<file path="src/rtl/soft_rst_req_gen.sv">
// Soft-reset request generator: keyed APB requests and a watchdog drive
// cpu_pad_soft_rst into the MCU reset controller. Resets on POR only.
module soft_rst_req_gen #(
  parameter int PULSE_CYCLES   = 4,
  parameter int HOLDOFF_CYCLES = 16,
  parameter int WDT_WIDTH      = 24
) (
  input  logic        sys_clk,
  input  logic        mcu_rst_signal,
  input  logic        psel,
  input  logic        penable,
  input  logic        pwrite,
  input  logic [3:0]  paddr,
  input  logic [31:0] pwdata,
  output logic [31:0] prdata,
  output logic        pready,
  output logic        pslverr,
  output logic [1:0]  cpu_pad_soft_rst,
  output logic        rst_busy
);

  localparam int CMAX = (PULSE_CYCLES > HOLDOFF_CYCLES) ?
                        PULSE_CYCLES : HOLDOFF_CYCLES;
  localparam int CW = $clog2(CMAX + 1);

  typedef enum logic [1:0] {
    IDLE,
    ASSERT,
    HOLDOFF
  } state_t;

  state_t               state;
  logic [CW-1:0]        cnt;
  logic [3:0]           cause;
  logic [WDT_WIDTH-1:0] wdt_load;
  logic [WDT_WIDTH-1:0] wdt_cnt;
  logic                 wdt_en;

  logic       acc;
  logic       wr;
  logic [1:0] sel;
  logic       wr_ctrl;
  logic       wr_cause;
  logic       wr_load;
  logic       wr_wctl;
  logic       key_ok;
  logic       is_idle;
  logic       ctrl_err;
  logic       sw_ok;
  logic       sw_core;
  logic       sw_sys;
  logic       wdt_fire;
  logic       sys_req;
  logic       req;
  logic       kick;
  logic       en_rise;
  logic [3:0] cause_set;
  logic [3:0] cause_clr;
  logic       unused_bits;

  assign acc      = psel & penable;
  assign wr       = acc & pwrite;
  assign sel      = paddr[3:2];
  assign wr_ctrl  = wr && (sel == 2'd0);
  assign wr_cause = wr && (sel == 2'd1);
  assign wr_load  = wr && (sel == 2'd2);
  assign wr_wctl  = wr && (sel == 2'd3);
  assign key_ok   = (pwdata[15:8] == 8'h5A);
  assign is_idle  = (state == IDLE);

  // Request bits while busy are refused; a keyed no-op is always fine
  assign ctrl_err = wr_ctrl &&
                    (!key_ok || ((pwdata[1:0] != 2'b00) && !is_idle));
  assign sw_ok    = wr_ctrl && !ctrl_err;
  assign sw_core  = sw_ok && pwdata[0];
  assign sw_sys   = sw_ok && pwdata[1];
  assign wdt_fire = wdt_en && is_idle && (wdt_cnt == '0);
  assign sys_req  = sw_sys | wdt_fire;
  assign req      = sys_req | sw_core;
  assign kick     = wr_wctl && (pwdata[15:8] == 8'hA5);
  assign en_rise  = wr_wctl && !kick && pwdata[0] && !wdt_en;

  assign cause_set = {wdt_fire, sw_sys, sw_core & ~sys_req, 1'b0};
  assign cause_clr = wr_cause ? pwdata[3:0] : 4'd0;

  assign pready      = 1'b1;
  assign pslverr     = ctrl_err;
  assign unused_bits = ^{paddr[1:0], pwdata[31:16]};

  always_comb begin
    prdata = '0;
    if (psel && !pwrite) begin
      case (sel)
        2'd1:    prdata = {28'd0, cause};
        2'd2:    prdata = 32'(wdt_load);
        2'd3:    prdata = {31'd0, wdt_en};
        default: prdata = '0;
      endcase
    end
  end

  always_ff @(posedge sys_clk or negedge mcu_rst_signal) begin
    if (!mcu_rst_signal) begin
      state            <= IDLE;
      cnt              <= '0;
      cause            <= 4'b0001;
      wdt_load         <= '1;
      wdt_cnt          <= '1;
      wdt_en           <= 1'b0;
      cpu_pad_soft_rst <= 2'b00;
      rst_busy         <= 1'b0;
    end else begin
      cause <= (cause & ~cause_clr) | cause_set;

      if (wr_load) wdt_load <= pwdata[WDT_WIDTH-1:0];

      if (kick || en_rise)
        wdt_cnt <= wdt_load;
      else if (wdt_en && is_idle && (wdt_cnt != '0))
        wdt_cnt <= wdt_cnt - 1'b1;

      if (req)
        wdt_en <= 1'b0;
      else if (wr_wctl && !kick)
        wdt_en <= pwdata[0];

      unique case (state)
        IDLE: begin
          if (req) begin
            state            <= ASSERT;
            cnt              <= CW'(PULSE_CYCLES - 1);
            cpu_pad_soft_rst <= sys_req ? 2'b10 : 2'b01;
            rst_busy         <= 1'b1;
          end
        end
        ASSERT: begin
          if (cnt == '0) begin
            state            <= HOLDOFF;
            cnt              <= CW'(HOLDOFF_CYCLES - 1);
            cpu_pad_soft_rst <= 2'b00;
          end else begin
            cnt <= cnt - 1'b1;
          end
        end
        HOLDOFF: begin
          if (cnt == '0) begin
            state    <= IDLE;
            rst_busy <= 1'b0;
          end else begin
            cnt <= cnt - 1'b1;
          end
        end
        default: begin
          state            <= IDLE;
          cpu_pad_soft_rst <= 2'b00;
          rst_busy         <= 1'b0;
        end
      endcase
    end
  end

endmodule

</file>
<file path="config.mk">
export PLATFORM = sky130hd
export DESIGN_NAME = soft_rst_req_gen
export DESIGN_NICKNAME = d
export VERILOG_FILES = /design/src/rtl/soft_rst_req_gen.sv
export SDC_FILE = /design/constraint.sdc
export NUM_CORES = 1
export LEC_CHECK = 0
export CAP_MARGIN = 20
export CORE_UTILIZATION = 53
export CTS_BUF_LIST = sky130_fd_sc_hd__clkbuf_8
export DETAILED_ROUTE_END_ITERATION = 10
export PLACE_DENSITY_LB_ADDON = 0.12
export SKIP_LAST_GASP = 1
export SLEW_MARGIN = 20
export SYNTH_ARGS = -nofsm -noshare
export SYNTH_HDL_FRONTEND = slang
export SYNTH_SLANG_ARGS = --single-unit
</file>
<file path="constraint.sdc">
create_clock -name sys_clk -period 2.9 [get_ports sys_clk]
set_input_delay 0.725 -clock sys_clk [delete_from_list [all_inputs] [get_ports sys_clk]]
set_output_delay 0.725 -clock sys_clk [all_outputs]
set_load 0.02 [all_outputs]
</file>
After elaboration in Yosys (flattened, before gate mapping):

Index checks and enable logic that the tools add are counted.

* multiplexer cells: 21
* eq/ne operators: 11
* add/subtract/negate cells: 2
* reduce and logical (&&, ||, !) cells: 38
* bitwise gates (word level): 11

Operators with widths (number)
* $pmux 24 s3: 1
* $mux 24: 2
* $mux 32: 1
* $logic_not 24->1: 1
* $reduce_bool 24->1: 1
* $sub 24x1->24 const B: 1
* $logic_and 1x1->1: 17
* $mux 5: 3
* $pmux 5 s3: 1
* $pmux 2 s3: 2
* $reduce_and 3->1: 4
* $mux 2: 5
* $eq 8x7->1 const B: 1
* $eq 8x8->1 const B: 1
* $eq 2x2->1 const B: 3
* $logic_not 1->1: 6
* $ne 2x2->1 const B: 3
* $reduce_bool 2->1: 3
* $logic_not 5->1: 1
* $sub 5x1->5 const B: 1
* $and 4x4->4: 1
* $eq 2x1->1 const B: 2
* $logic_not 2->1: 2
* $mux 1: 4
* other kinds (10): 16

* output and inout port bits: 37
* bits of input ports: 41
* bits in registers: 63
* logic and storage cells: 91

Longest topological paths before layout:

Gate-level depths: netlist of run 1.

* depth after elaboration: 12
* mapped depth: 8
* depth with buffers taken out: 7

Least setup slack after synthesis of run 1:

OpenSTA, ideal clock, no wires.

* kind: input -> output
* from: input pwdata[8]
* to: output pslverr
* required time: 2.175 ns
* buffers on the path: 0
* arrival time: 1.737 ns
* stages: 4
* path slack: 0.438 ns
* cells stage by stage: or4bb_1 or2_2 nor2_1 nor3_1

* longest elaborated chain between the ends: 4

RTL lines
* from (decl): line 14 `input logic [31:0] pwdata,`
* $eq 8x7->1: line 68 `assign key_ok = (pwdata[15:8] == 8'h5A);`
* $logic_not 1->1: line 73 `(!key_ok || ((pwdata[1:0] != 2'b00) && !is_idle));`
* $logic_or 1x1->1: line 73
* $logic_and 1x1->1: line 72 `assign ctrl_err = wr_ctrl &&`
* to (decl): line 17 `output logic pslverr,`

Every way passes these cells.

Worst setup path after layout of run 1:

* from: input paddr[2]
* to: output prdata[0]

* longest elaborated chain between the ends: 3
* elaborated cells on any way between the ends: 5
* classes of those cells: 3 x eq/ne; 2 x mux

RTL lines
* from (decl): line 13 `input logic [3:0] paddr,`
* $eq 2x2->1 / $eq 2x1->1 (equally long branches): line 93 `case (sel)`
* $pmux 24 s3 (*): line 93
* $mux 32 (*): line 92 `if (psel && !pwrite) begin`
* to (decl): line 15 `output logic [31:0] prdata,`

Mark *: on every way between the ends. The rest lies on a longest branch, timed or not.

==> impl_table.tex, run 1 <==
\begin{tabular}{lr}
\hline
Metric & Value \\
\hline
\multicolumn{2}{l}{\textbf{Route}} \\
\quad Post-detailed-route via-to-cell ratio & 5.73 \\
\quad Detailed Route WL & a little under 9000 µm \\
\quad Final ANT Viol Nets & 0 \\
\quad WL/cell & around 16 µm \\
\quad Detailed-route DRC error count & 0 \\
\quad Via total after detailed routing & 3177 \\
\quad Violation count after the first detailed-routing iteration & 143 \\
\quad Length of the first detailed-routing pass in iterations & 4 \\
\multicolumn{2}{l}{\textbf{Synthesis}} \\
\quad Number of enable flip-flop cells after synthesis & 0 \\
\quad Proportion of synthesized chip area in sequential cells & 44.4\% \\
\quad Synth cell count leaders & sky130\_fd\_sc\_hd\_\_dfstp\_2, sky130\_fd\_sc\_hd\_\_nor2\_1, sky130\_fd\_sc\_hd\_\_mux2\_2 \\
\quad Top-area cell type share of the netlist area & 34.9\% \\
\quad Largest cells by area after synthesis & sky130\_fd\_sc\_hd\_\_dfstp\_2, sky130\_fd\_sc\_hd\_\_dfrtp\_1, sky130\_fd\_sc\_hd\_\_mux2\_2, sky130\_fd\_sc\_hd\_\_and2\_1, sky130\_fd\_sc\_hd\_\_nor2\_1 \\
\quad Top cell type by total area after synthesis & sky130\_fd\_sc\_hd\_\_dfstp\_2 \\
\quad Share of the synthesized area in compound gates (AO/OA/AOI/OAI) & 14.3\% \\
\quad Arithmetic-cell share of the synthesized area counting full adders, half adders and majority gates & 2.37\% \\
\quad Number of warnings printed during yosys synthesis & 0 \\
\quad Mean Syn Cell Area & 9.64 µm² \\
\quad Netlist area before placement & 0.00369 mm² \\
\quad Register bit count reported by yosys & 63 \\
\quad Multiplexer share of the synthesized area & 8.78\% \\
\quad Area share of xor/xnor cells in the synthesized design & under 10\% \\
\quad Most repeated cell in the gate-level netlist after synthesis & sky130\_fd\_sc\_hd\_\_dfstp\_2 \\
\quad Largest family of logic cells by synthesized area & simple AND/OR/NAND/NOR gates \\
\quad Fraction of synthesis flops using an asynchronous set or reset pin & 100\% \\
\quad Post-Synth Simple-Gate Area & between 20\% and 30\% \\
\quad Synthesized netlist cell count & 383 \\
\quad Number of distinct library cells after synthesis & 52 \\
\quad Top FF cell, synth & sky130\_fd\_sc\_hd\_\_dfstp\_2 \\
\multicolumn{2}{l}{\textbf{Pwr}} \\
\quad Fraction of power consumed by the clock network & 24.8\% \\
\quad Cell-internal power & 2270 µW \\
\quad Lkg Pwr & just under 0.002 µW \\
\quad IR Drop Worst-Case VDD & 0.000653 V \\
\quad Net switching power of the design & 1150 µW \\
\quad Ratio of total power to cell area & 732 mW/mm² \\
\quad Part of the power in combinational logic & a little under a third \\
\quad Post-route total power & 3420 µW \\
\quad Switching part of the total power & 33.7\% \\
\quad Proportion of power drawn by flip-flops and latches & 43.6\% \\
\multicolumn{2}{l}{\textbf{Finish}} \\
\quad Fraction of final layout cells with drive strength greater than 1 & 34.4\% \\
\quad Antenna cells & 0 \\
\quad Final non-filler cell area & 0.00468 mm² \\
\quad Post-route core utilization & 69.2\% \\
\quad Post-layout net count & 517 \\
\quad Area growth from synthesis to final layout & 26.7\% \\
\multicolumn{2}{l}{\textbf{Floorplan}} \\
\quad Core outline area & 0.00676 mm² \\
\quad Starting density of the core & 54.6\% \\
\quad Die H & 85.5 µm \\
\quad DIE AREA & about 0.0073 mm² \\
\quad Std-Cell Rows & 30 \\
\quad Number of ports placed on the die boundary & 78 \\
\quad Die Span X & 85.5 µm \\
\multicolumn{2}{l}{\textbf{Clock network}} \\
\quad CTS tree & yes \\
\quad Clk\_lat worst skew & 0.34 ns \\
\quad Clock Sinks & 63 \\
\quad Number of setup buffers added after CTS & 0 \\
\quad Cts bufs inserted & 9 \\
\quad Htree depth & 3 \\
\quad Clock transition time at the flip-flop clock pins of the worst setup and hold paths & $\sim$0.070 ns \\
\quad Library cell used as clock root buffer & sky130\_fd\_sc\_hd\_\_clkbuf\_8 \\
\quad Max Root-Sink Buffers & 2 \\
\multicolumn{2}{l}{\textbf{STA}} \\
\quad Final setup viols & 0 \\
\quad Part of the cycle the worst path needs & 96.8\% \\
\quad Final hold violation count & 0 \\
\quad RSZ-0062 raised after global routing & false \\
\quad Minimum clock period & 2.81 ns \\
\quad Min Hold Slack & 0.473 ns \\
\quad Pins over their slew limit & 0 \\
\quad Slew at the pin closest to its max-slew limit & about 0.77 ns \\
\quad Max Clock Skew & 0.00808 ns \\
\quad Relative max-transition margin & between 40\% and 50\% \\
\quad Upper clock frequency limit & 356 MHz \\
\multicolumn{2}{l}{\textbf{Placement}} \\
\quad Gpl congestion & 0.886 \\
\quad Placement-stage cell area & 0.00454 mm² \\
\quad Input/output buffers & 58 \\
\quad Dpl hpwl & 6290 µm \\
\multicolumn{2}{l}{\textbf{Run}} \\
\quad Max-cap violation count & 0 \\
\multicolumn{2}{l}{\textbf{Setup path}} \\
\quad Depth of the worst register-to-register path & 5 \\
\quad Worst Path Required & approximately 2.2 ns \\
\quad Signal arrival time at the worst endpoint & around 2.1 ns \\
\quad Startpoint type of the worst setup path & input port \\
\quad Kind of end point of the critical path & output port \\
\quad Critical path fanouts, max & 3 \\
\quad CP Class & in -> out \\
\multicolumn{2}{l}{\textbf{Global routing}} \\
\quad Antenna violations before repair & 0 \\
\quad Pin count of the biggest net entering global routing & 34 \\
\quad Total overflow reported by the global router & 0 \\
\quad Wire length of the first global-routing pass & 14800 µm \\
\quad GRT Resource Usage Total & 25.9\% \\
\quad Via count of the first global-routing pass & 3093 \\
\multicolumn{2}{l}{\textbf{Hold path}} \\
\quad Worst Hold Class & in -> async \\
\multicolumn{2}{l}{\textbf{Run status}} \\
\quad Run status & finished, final reports clean \\
\hline
\end{tabular}
-- metrics by stage --
| step | worst slack (ns) | setup TNS, ns | instances |
|---|---|---|---|
| 3_5_place_dp | -0.533 | -8.18 | 538 |
| 6_report | 0.0934 | 0 | 554 |
| 5_1_grt | 0.00249 | 0 | 554 |
| 2_1_floorplan | 0.438 | 0 | 390 |
| 4_1_cts | -0.177 | -0.303 | 554 |
| 3_3_place_gp | -0.536 | -7.58 | 538 |
-- area by class of cell --
cell class	count	area [µm²]
flip-flops and latches	63	1640
clock inverters	6	77.6
well taps	80	100
fillers	550	2080
clock buffers	10	138
multi-input cells	290	1920
inverters	11	41.3
repair buffers	94	759
-- cell families (layout without fill, tap and decap cells) --
kind of cell | after synthesis | in the layout
AND/OR/NAND/NOR | 152 | 152
AO/OA/AOI/OAI | 82 | 82
flip-flops | 63 | 63
buffers and inverters | 37 | 121
multiplexers | 29 | 29
XOR/XNOR | 11 | 11
adder cells (fa/ha/maj) | 7 | 7
other | 2 | 9
-- final timing paths --
path / start / to / slack, ns
worst max-delay path: paddr[2] / prdata[0] / 0.09
worst min-delay path: mcu_rst_signal / cnt[1] / 0.47
worst max register to register: wdt_cnt[12] / wdt_cnt[17] / 0.22
worst min register to register: wdt_load[18] / wdt_cnt[18] / 0.49
max in group asynchronous: mcu_rst_signal / wdt_cnt[23] / 1.73
min in group sys_clk: wdt_load[18] / wdt_cnt[18] / 0.49
-- layer usage --
layer  track usage [%]  part of all wire, %
met1              33.4                   46
met2              43.9                   49
met3              3.70                  3.4
met4              10.3                  1.8
met5                 0                    0
-- worst max-delay path: stages --
cell and delay [ns]:
sky130_fd_sc_hd__clkdlybuf4s50_1 0.50, sky130_fd_sc_hd__buf_4 0.13, sky130_fd_sc_hd__mux2i_1 0.19, sky130_fd_sc_hd__nor2_1 0.07, sky130_fd_sc_hd__a21oi_2 0.11, sky130_fd_sc_hd__nor2_1 0.05
sky130_fd_sc_hd__dlygate4sd2_1 0.31
-- state kept, by name, indices dropped and copies added (netlist names) --
name	count
wdt_en	1
wdt_load	24
cause	4
cpu_pad_soft_rst	2
wdt_cnt	24
cnt	5
state	2
rst_busy	1
-- power by group through the flow --
stage / registers, µW / clock network [µW] / logic, µW
floorplan: 1420 / 0 / 778
detailed placement: 1500 / 0 / 1080
finish: 1490 / 850 / 1080
global route: 1530 / 900 / 1210
CTS: 1490 / 863 / 1080
global placement: 1480 / 0 / 1040
-- timing repair --
action | 4_1_cts | 5_1_grt
pin swaps | 1 | 2
endpoints found under the hold margin | 0 | 0
gates resized for setup | 34 | 48
hold buffers | 0 | 0
setup endpoints to repair | 25 | 27
-- cells in the final DEF (no fill, tap or decap), types with 13 or more instances in the layout --
master / netlist / layout
sky130_fd_sc_hd__a21oi_1: 16 / 15
sky130_fd_sc_hd__a31oi_1: 13 / 13
sky130_fd_sc_hd__and2_1: 23 / 23
sky130_fd_sc_hd__buf_4: 9 / 34
sky130_fd_sc_hd__clkbuf_2: 0 / 21
sky130_fd_sc_hd__clkdlybuf4s50_1: 0 / 28
sky130_fd_sc_hd__dfrtp_1: 14 / 14
sky130_fd_sc_hd__dfstp_2: 49 / 49
sky130_fd_sc_hd__inv_1: 11 / 13
sky130_fd_sc_hd__mux2_2: 27 / 27
sky130_fd_sc_hd__nand2_1: 21 / 21
sky130_fd_sc_hd__nor2_1: 37 / 34
sky130_fd_sc_hd__o21ai_0: 20 / 20
No activity file was read; power rests on OpenSTA's default activity.
==> run 2, diff against run 1 <==
- CORE_UTILIZATION: 53 -> 65
- DONT_BUFFER_PORTS: default -> 1
- SETUP_SLACK_MARGIN: default -> 0.4
==> run 2 against run 1 <==
Compared with the run above: routed wire length fell by 3.7%; highest routed layer unchanged; flip-flop and latch count is the same; fmax is 10% higher; largest cell class unchanged; die area shrank 18%.
==> impl_table.tex, run 2 (synthesis gave the netlist of run 1 again) <==
\begin{tabular}{lr}
\hline
Metric & Value \\
\hline
\multicolumn{2}{l}{\textbf{Run status}} \\
\quad Run status & finished, final reports clean \\
\multicolumn{2}{l}{\textbf{Route}} \\
\quad WL/cell & 18.0 µm \\
\quad Detailed-route DRC error count & 0 \\
\quad Detailed-routed wire length on met3 & 509 µm \\
\quad Post-detailed-route via-to-cell ratio & $\sim$6.4 \\
\quad Detailed Route WL & $\sim$8400 µm \\
\quad Violation count after the first detailed-routing iteration & around 200 \\
\quad Highest routed metal layer & met4 \\
\quad Final ANT Viol Nets & 0 \\
\quad Via total after detailed routing & 2995 \\
\quad Length of the first detailed-routing pass in iterations & 4 \\
\quad Met1 Wirelength & approximately 3700 µm \\
\quad Met2 WL post-DR & 3930 µm \\
\multicolumn{2}{l}{\textbf{Placement}} \\
\quad Dpl hpwl & 5800 µm \\
\quad Placement-stage cell area & 0.00375 mm² \\
\quad Input/output buffers & 0 \\
\quad Gpl congestion & roughly 0.9 \\
\multicolumn{2}{l}{\textbf{Global routing}} \\
\quad Total overflow reported by the global router & 0 \\
\quad Wire length of the first global-routing pass & 13800 µm \\
\quad Pin count of the biggest net entering global routing & 64 \\
\quad GRT Resource Usage Total & 30.1\% \\
\quad Via count of the first global-routing pass & 2831 \\
\quad Antenna violations before repair & 0 \\
\multicolumn{2}{l}{\textbf{Finish}} \\
\quad Most common cell after layout, fill and taps aside & sky130\_fd\_sc\_hd\_\_dfstp\_2 \\
\quad Fraction of final layout cells with drive strength greater than 1 & 32.2\% \\
\quad Antenna cells & 0 \\
\quad Commonest non-fill, non-tap cells in the layout & sky130\_fd\_sc\_hd\_\_dfstp\_2, sky130\_fd\_sc\_hd\_\_nor2\_1, sky130\_fd\_sc\_hd\_\_mux2\_2, sky130\_fd\_sc\_hd\_\_and2\_1, sky130\_fd\_sc\_hd\_\_nand2\_1 \\
\quad Filler instances & 426 \\
\quad Top flop regs & wdt\_cnt x24, wdt\_load x24, cnt x5 \\
\quad Post-layout net count & approximately 440 \\
\quad Area growth from synthesis to final layout & 8.78\% \\
\quad Final non-filler cell area & 0.00402 mm² \\
\quad Post-route core utilization & about three quarters \\
\quad FF+latch area & 0.00164 mm² \\
\quad Total area of multi-input combinational cells & slightly below 0.002 mm² \\
\multicolumn{2}{l}{\textbf{Floorplan}} \\
\quad Die H & 77.4 µm \\
\quad Core outline area & approximately 0.0055 mm² \\
\quad Number of ports placed on the die boundary & between 70 and 80 \\
\quad DIE AREA & 0.00598 mm² \\
\quad Die Span X & 77.4 µm \\
\quad Starting density of the core & 67.4\% \\
\quad Std-Cell Rows & 27 \\
\multicolumn{2}{l}{\textbf{Clock network}} \\
\quad Clock transition time at the flip-flop clock pins of the worst setup and hold paths & 0.07 ns \\
\quad Cts bufs inserted & 9 \\
\quad Library cell used as clock root buffer & sky130\_fd\_sc\_hd\_\_clkbuf\_8 \\
\quad Clock Sinks & 63 \\
\quad CTS tree & yes \\
\quad Clk\_lat worst skew & 0.35 ns \\
\quad Max Root-Sink Buffers & 2 \\
\quad Htree depth & 3 \\
\multicolumn{2}{l}{\textbf{STA}} \\
\quad Relative max-transition margin & 58.0\% \\
\quad Upper clock frequency limit & slightly below 400 MHz \\
\quad Minimum clock period & 2.55 ns \\
\quad Total Neg Setup Slack & 0 ns \\
\quad RSZ-0062 raised after global routing & true \\
\quad Part of the cycle the worst path needs & $\sim$90\% \\
\quad Final hold violation count & 0 \\
\quad Max Clock Skew & 0.00963 ns \\
\quad Slew at the pin closest to its max-slew limit & 0.625 ns \\
\quad Final setup viols & 0 \\
\quad Pins over their slew limit & 0 \\
\multicolumn{2}{l}{\textbf{Setup path}} \\
\quad Register-to-Register Setup Slack & roughly 0.35 ns \\
\quad Kind of end point of the critical path & register \\
\quad Critical path fanouts, max & 4 \\
\quad Signal arrival time at the worst endpoint & 2.83 ns \\
\quad Endpoint of the lowest-slack register-to-register path & wdt\_cnt[17] \\
\quad CP Class & reg -> reg \\
\quad Worst reg2reg startpoint & wdt\_cnt[9] \\
\quad Capturing element of the worst setup path & wdt\_cnt[17] \\
\quad Startpoint type of the worst setup path & register \\
\quad Worst Path Required & 3.18 ns \\
\quad Critical path startpoint & wdt\_cnt[9] \\
\quad Depth of the worst register-to-register path & 5 \\
\multicolumn{2}{l}{\textbf{Hold path}} \\
\quad Worst Hold Class & in -> async \\
\multicolumn{2}{l}{\textbf{Pwr}} \\
\quad IR Drop Worst-Case VDD & 0.000593 V \\
\quad Ratio of total power to cell area & 797 mW/mm² \\
\quad Lkg Pwr & 0.00152 µW \\
\multicolumn{2}{l}{\textbf{Run}} \\
\quad Max-cap violation count & 0 \\
\hline
\end{tabular}
==> run 2: cell types whose count changed in the layout (fill, tap and decap cells not counted), moves of 2 or more <==
cell,delta
sky130_fd_sc_hd__clkdlybuf4s50_1,-28
sky130_fd_sc_hd__buf_4,-20
sky130_fd_sc_hd__dlymetal6s2s_1,-4
sky130_fd_sc_hd__clkinv_2,+2
sky130_fd_sc_hd__buf_2,-2
sky130_fd_sc_hd__or4_1,-2
sky130_fd_sc_hd__bufinv_16,-2
sky130_fd_sc_hd__clkbuf_2,-21
sky130_fd_sc_hd__dlygate4sd2_1,-2
sky130_fd_sc_hd__or4_4,+2
sky130_fd_sc_hd__o21ai_0,-2
==> run 2: final cells by class <==
cell class	instances	share of cell area, %
multi-input combinational	290	49.0
sequential	63	40.8
clock buffer	11	3.77
timing repair buffer	14	2.62
tap	72	2.24
inverter	11	1.03
clock inverter	5	0.592
==> run 2: worst min-delay path by stage <==
stage	start	to	slack, ns	depth (start not counted)
global route	mcu_rst_signal	cause[2]	0.05	0
CTS	mcu_rst_signal	cpu_pad_soft_rst[0]	0.06	0
floorplan	mcu_rst_signal	cause[1]	0.43	0
global placement	mcu_rst_signal	cause[3]	0.43	0
finish	mcu_rst_signal	cpu_pad_soft_rst[0]	0.07	0
detailed placement	mcu_rst_signal	cause[2]	0.43	0
==> run 2: per-stage QoR <==
step / hold slack [ns] / power [µW] / setup WS [ns] / cells
4_1_cts: 0.0560 / 3160 / 0.317 / 465
3_3_place_gp: 0.431 / 2400 / 0.234 / 446
6_report: 0.0717 / 3200 / 0.352 / 466
2_1_floorplan: 0.429 / 2200 / 0.438 / 390
3_5_place_dp: 0.431 / 2450 / 0.224 / 446
5_1_grt: 0.0534 / 3400 / 0.289 / 466
==> run 2: power breakdown <==
part / leakage, µW / switching, µW / total (µW) / internal (µW)
clock: 0.000100 / 331 / 678 / 347
combinational: 0.000725 / 564 / 1020 / 452
sequential: 0.000699 / 240 / 1510 / 1270
==> run 2: timing repair <==
action / CTS / global route
setup endpoints to repair: 5 / 23
hold buffers: 0 / 0
resized for setup: 8 / 10
pin swaps: 1 / 5
endpoints found under the hold margin: 0 / 0
setup buffers: 3 / 1
==> run 2: per-layer routing <==
layer  global-route usage, %  up-vias
met1                    38.8     1467
met3                    7.53       24
met4                    13.6        0
met5                       0        -
li1                        -     1392
met2                    47.8      112
==> run 2: worst max-delay path: stages, from the launching register on <==
cell,delay (ns)
sky130_fd_sc_hd__dfstp_2,0.38
sky130_fd_sc_hd__or4_4,0.55
sky130_fd_sc_hd__or4_4,0.53
sky130_fd_sc_hd__or4_4,0.53
sky130_fd_sc_hd__or3_1,0.32
sky130_fd_sc_hd__a31oi_1,0.17
==> run 3, diff against run 2 <==
- CAP_MARGIN: 20 -> 25
- CORE_ASPECT_RATIO: default -> 1.1
- GPL_TIMING_DRIVEN: default -> 0
==> run 3 against run 2 <==
Compared with the run above: non-clock buffer count increased by 14; combinational power about the same; core utilization increased by 1.6 points; final area increased by 1.3%; clock skew decreased by 0.0018 ns; register-to-register slack about the same; power decreased by 1.6%; highest routed layer unchanged; critical path depth unchanged.
==> impl_table.tex, run 3 (synthesis gave the netlist of run 1 again) <==
\begin{tabular}{lr}
\hline
Metric & Value \\
\hline
\multicolumn{2}{l}{\textbf{Run status}} \\
\quad Run status & finished, final reports clean \\
\multicolumn{2}{l}{\textbf{Clock network}} \\
\quad Htree depth & 3 \\
\quad Clock transition time at the flip-flop clock pins of the worst setup and hold paths & 0.07 ns \\
\quad Max Root-Sink Buffers & 2 \\
\quad Library cell used as clock root buffer & sky130\_fd\_sc\_hd\_\_clkbuf\_8 \\
\quad Cts bufs inserted & 9 \\
\quad Clock Sinks & between 60 and 70 \\
\quad CTS tree & yes \\
\quad Clk\_lat worst skew & roughly 0.34 ns \\
\multicolumn{2}{l}{\textbf{Setup path}} \\
\quad Critical path fanouts, max & 4 \\
\quad Signal arrival time at the worst endpoint & around 2.8 ns \\
\quad Worst Path Required & 3.17 ns \\
\quad Delay-heaviest family, CP & simple AND/OR/NAND/NOR gates \\
\quad Cell occurring most often along the worst timing path & sky130\_fd\_sc\_hd\_\_or4\_4 \\
\quad CP Class & reg -> reg \\
\quad Delay of the slowest critical-path stage & 0.59 ns \\
\quad Worst path cell trace & or4\_4, or4\_4, or4\_4, and2\_4, o31a\_1 \\
\quad Startpoint type of the worst setup path & register \\
\quad Sum of buffers and inverters on the critical path & 0 \\
\quad CP max stage cell & sky130\_fd\_sc\_hd\_\_or4\_4 \\
\quad Kind of end point of the critical path & register \\
\multicolumn{2}{l}{\textbf{Finish}} \\
\quad Commonest non-fill, non-tap cells in the layout & sky130\_fd\_sc\_hd\_\_dfstp\_2, sky130\_fd\_sc\_hd\_\_nor2\_1, sky130\_fd\_sc\_hd\_\_mux2\_2, sky130\_fd\_sc\_hd\_\_and2\_1, sky130\_fd\_sc\_hd\_\_nand2\_1 \\
\quad Top flop regs & wdt\_cnt x24, wdt\_load x24, cnt x5 \\
\quad Most common cell after layout, fill and taps aside & sky130\_fd\_sc\_hd\_\_dfstp\_2 \\
\quad Post-layout net count & 451 \\
\quad Final non-filler cell area & 0.00407 mm² \\
\quad Area growth from synthesis to final layout & 10.2\% \\
\quad Antenna cells & 0 \\
\quad Fraction of final layout cells with drive strength greater than 1 & a little under a third \\
\multicolumn{2}{l}{\textbf{Floorplan}} \\
\quad Std-Cell Rows & 28 \\
\quad Core outline area & approximately 0.0054 mm² \\
\quad Die H & 81.0 µm \\
\quad DIE AREA & 0.00598 mm² \\
\quad Starting density of the core & a little under 70\% \\
\quad Die Span X & roughly 74 µm \\
\quad Number of ports placed on the die boundary & 78 \\
\multicolumn{2}{l}{\textbf{STA}} \\
\quad Pins over their slew limit & 0 \\
\quad Final setup viols & 0 \\
\quad Final hold violation count & 0 \\
\quad Part of the cycle the worst path needs & 87.9\% \\
\quad Minimum clock period & 2.55 ns \\
\quad Total Neg Setup Slack & 0 ns \\
\quad RSZ-0062 raised after global routing & true \\
\quad Max Clock Skew & 0.00784 ns \\
\quad Upper clock frequency limit & approximately 400 MHz \\
\quad Relative max-transition margin & around 57\% \\
\quad Slew at the pin closest to its max-slew limit & about 0.65 ns \\
\multicolumn{2}{l}{\textbf{Placement}} \\
\quad Input/output buffers & 0 \\
\quad Gpl congestion & 0.898 \\
\quad Placement-stage cell area & 0.00381 mm² \\
\quad Dpl hpwl & 6080 µm \\
\multicolumn{2}{l}{\textbf{Route}} \\
\quad Met2 WL post-DR & 4360 µm \\
\quad Met1 Wirelength & 3500 µm \\
\quad Detailed-route DRC error count & 0 \\
\quad Highest routed metal layer & met4 \\
\quad Violation count after the first detailed-routing iteration & $\sim$250 \\
\quad Final ANT Viol Nets & 0 \\
\quad Post-detailed-route via-to-cell ratio & 6.20 \\
\quad Length of the first detailed-routing pass in iterations & 5 \\
\quad Via total after detailed routing & around 3000 \\
\quad WL/cell & 17.4 µm \\
\quad Detailed-routed wire length on met3 & 356 µm \\
\quad Detailed Route WL & 8400 µm \\
\multicolumn{2}{l}{\textbf{Pwr}} \\
\quad Ratio of total power to cell area & 774 mW/mm² \\
\quad Lkg Pwr & 0.00154 µW \\
\quad IR Drop Worst-Case VDD & 0.000633 V \\
\multicolumn{2}{l}{\textbf{Global routing}} \\
\quad Pin count of the biggest net entering global routing & 64 \\
\quad GRT Resource Usage Total & roughly 30\% \\
\quad Antenna violations before repair & 0 \\
\quad Via count of the first global-routing pass & approximately 2800 \\
\quad Wire length of the first global-routing pass & 13200 µm \\
\quad Total overflow reported by the global router & 0 \\
\multicolumn{2}{l}{\textbf{Run}} \\
\quad Max-cap violation count & 0 \\
\multicolumn{2}{l}{\textbf{Hold path}} \\
\quad Worst Hold Class & in -> async \\
\hline
\end{tabular}
run 3: path summary, 6_finish.rpt:
kind	endpoint	depth (start not counted)	slack, ns	from
hold reg to reg	cause[0]	1	0.49	cause[0]
max in group asynchronous	wdt_cnt[21]	0	2.63	mcu_rst_signal
min in group sys_clk	cause[0]	1	0.45	pwdata[0]
hold / removal	cpu_pad_soft_rst[1]	0	0.08	mcu_rst_signal
setup reg to reg	wdt_cnt[21]	5	0.35	wdt_cnt[12]
setup / recovery	wdt_cnt[21]	5	0.35	wdt_cnt[12]
run 3: metrics by stage:
stage                     cells  utilization, %  hold slack [ns]  worst slack [ns]  power [µW]
after floorplan             390               -            0.429             0.438        2200
after global placement      465            70.2            0.433             0.210        2390
after detailed placement    465            70.2            0.434             0.206        2430
after CTS                   482            74.0           0.0641             0.321        3130
after global routing        483            74.9           0.0593             0.312        3340
final                       483            74.9           0.0783             0.350        3150
run 3: layout make-up:
type / instances / area [µm²]
Clock buffer: 9 / 124
Tap cell: 75 / 93.8
Timing Repair Buffer: 2 / 15.0
Fill cell: 415 / 1360
Sequential cell: 63 / 1640
Clock inverter: 7 / 50.0
Inverter: 11 / 41.3
Multi-Input combinational cell: 290 / 1960
Buffer: 26 / 143
run 3: worst reg2reg max path, cell delays in order, from the launching register on:
cell	delay (ns)
sky130_fd_sc_hd__dfstp_2	0.39
sky130_fd_sc_hd__or4_4	0.55
sky130_fd_sc_hd__or4_4	0.59
sky130_fd_sc_hd__or4_4	0.56
sky130_fd_sc_hd__and2_4	0.15
sky130_fd_sc_hd__o31a_1	0.23
run 3: power breakdown:
group	internal [µW]	switching (µW)
Clock	309	355
Combinational	445	541
Sequential	1260	234
run 3: repair_timing:
item                                    CTS  global route
hold buffers                              0             0
endpoints found under the setup margin   27            25
setup buffers                             1             1
resized for setup                         9            15
pin swaps                                 0             7
run 3: metal layers:
| layer | vias to the layer above | GRT usage, % |
|---|---|---|
| met5 | - | 0 |
| met4 | 0 | 13.3 |
| met3 | 16 | 5.33 |
| met2 | 91 | 51.7 |
| met1 | 1484 | 36.3 |
| li1 | 1406 | - |
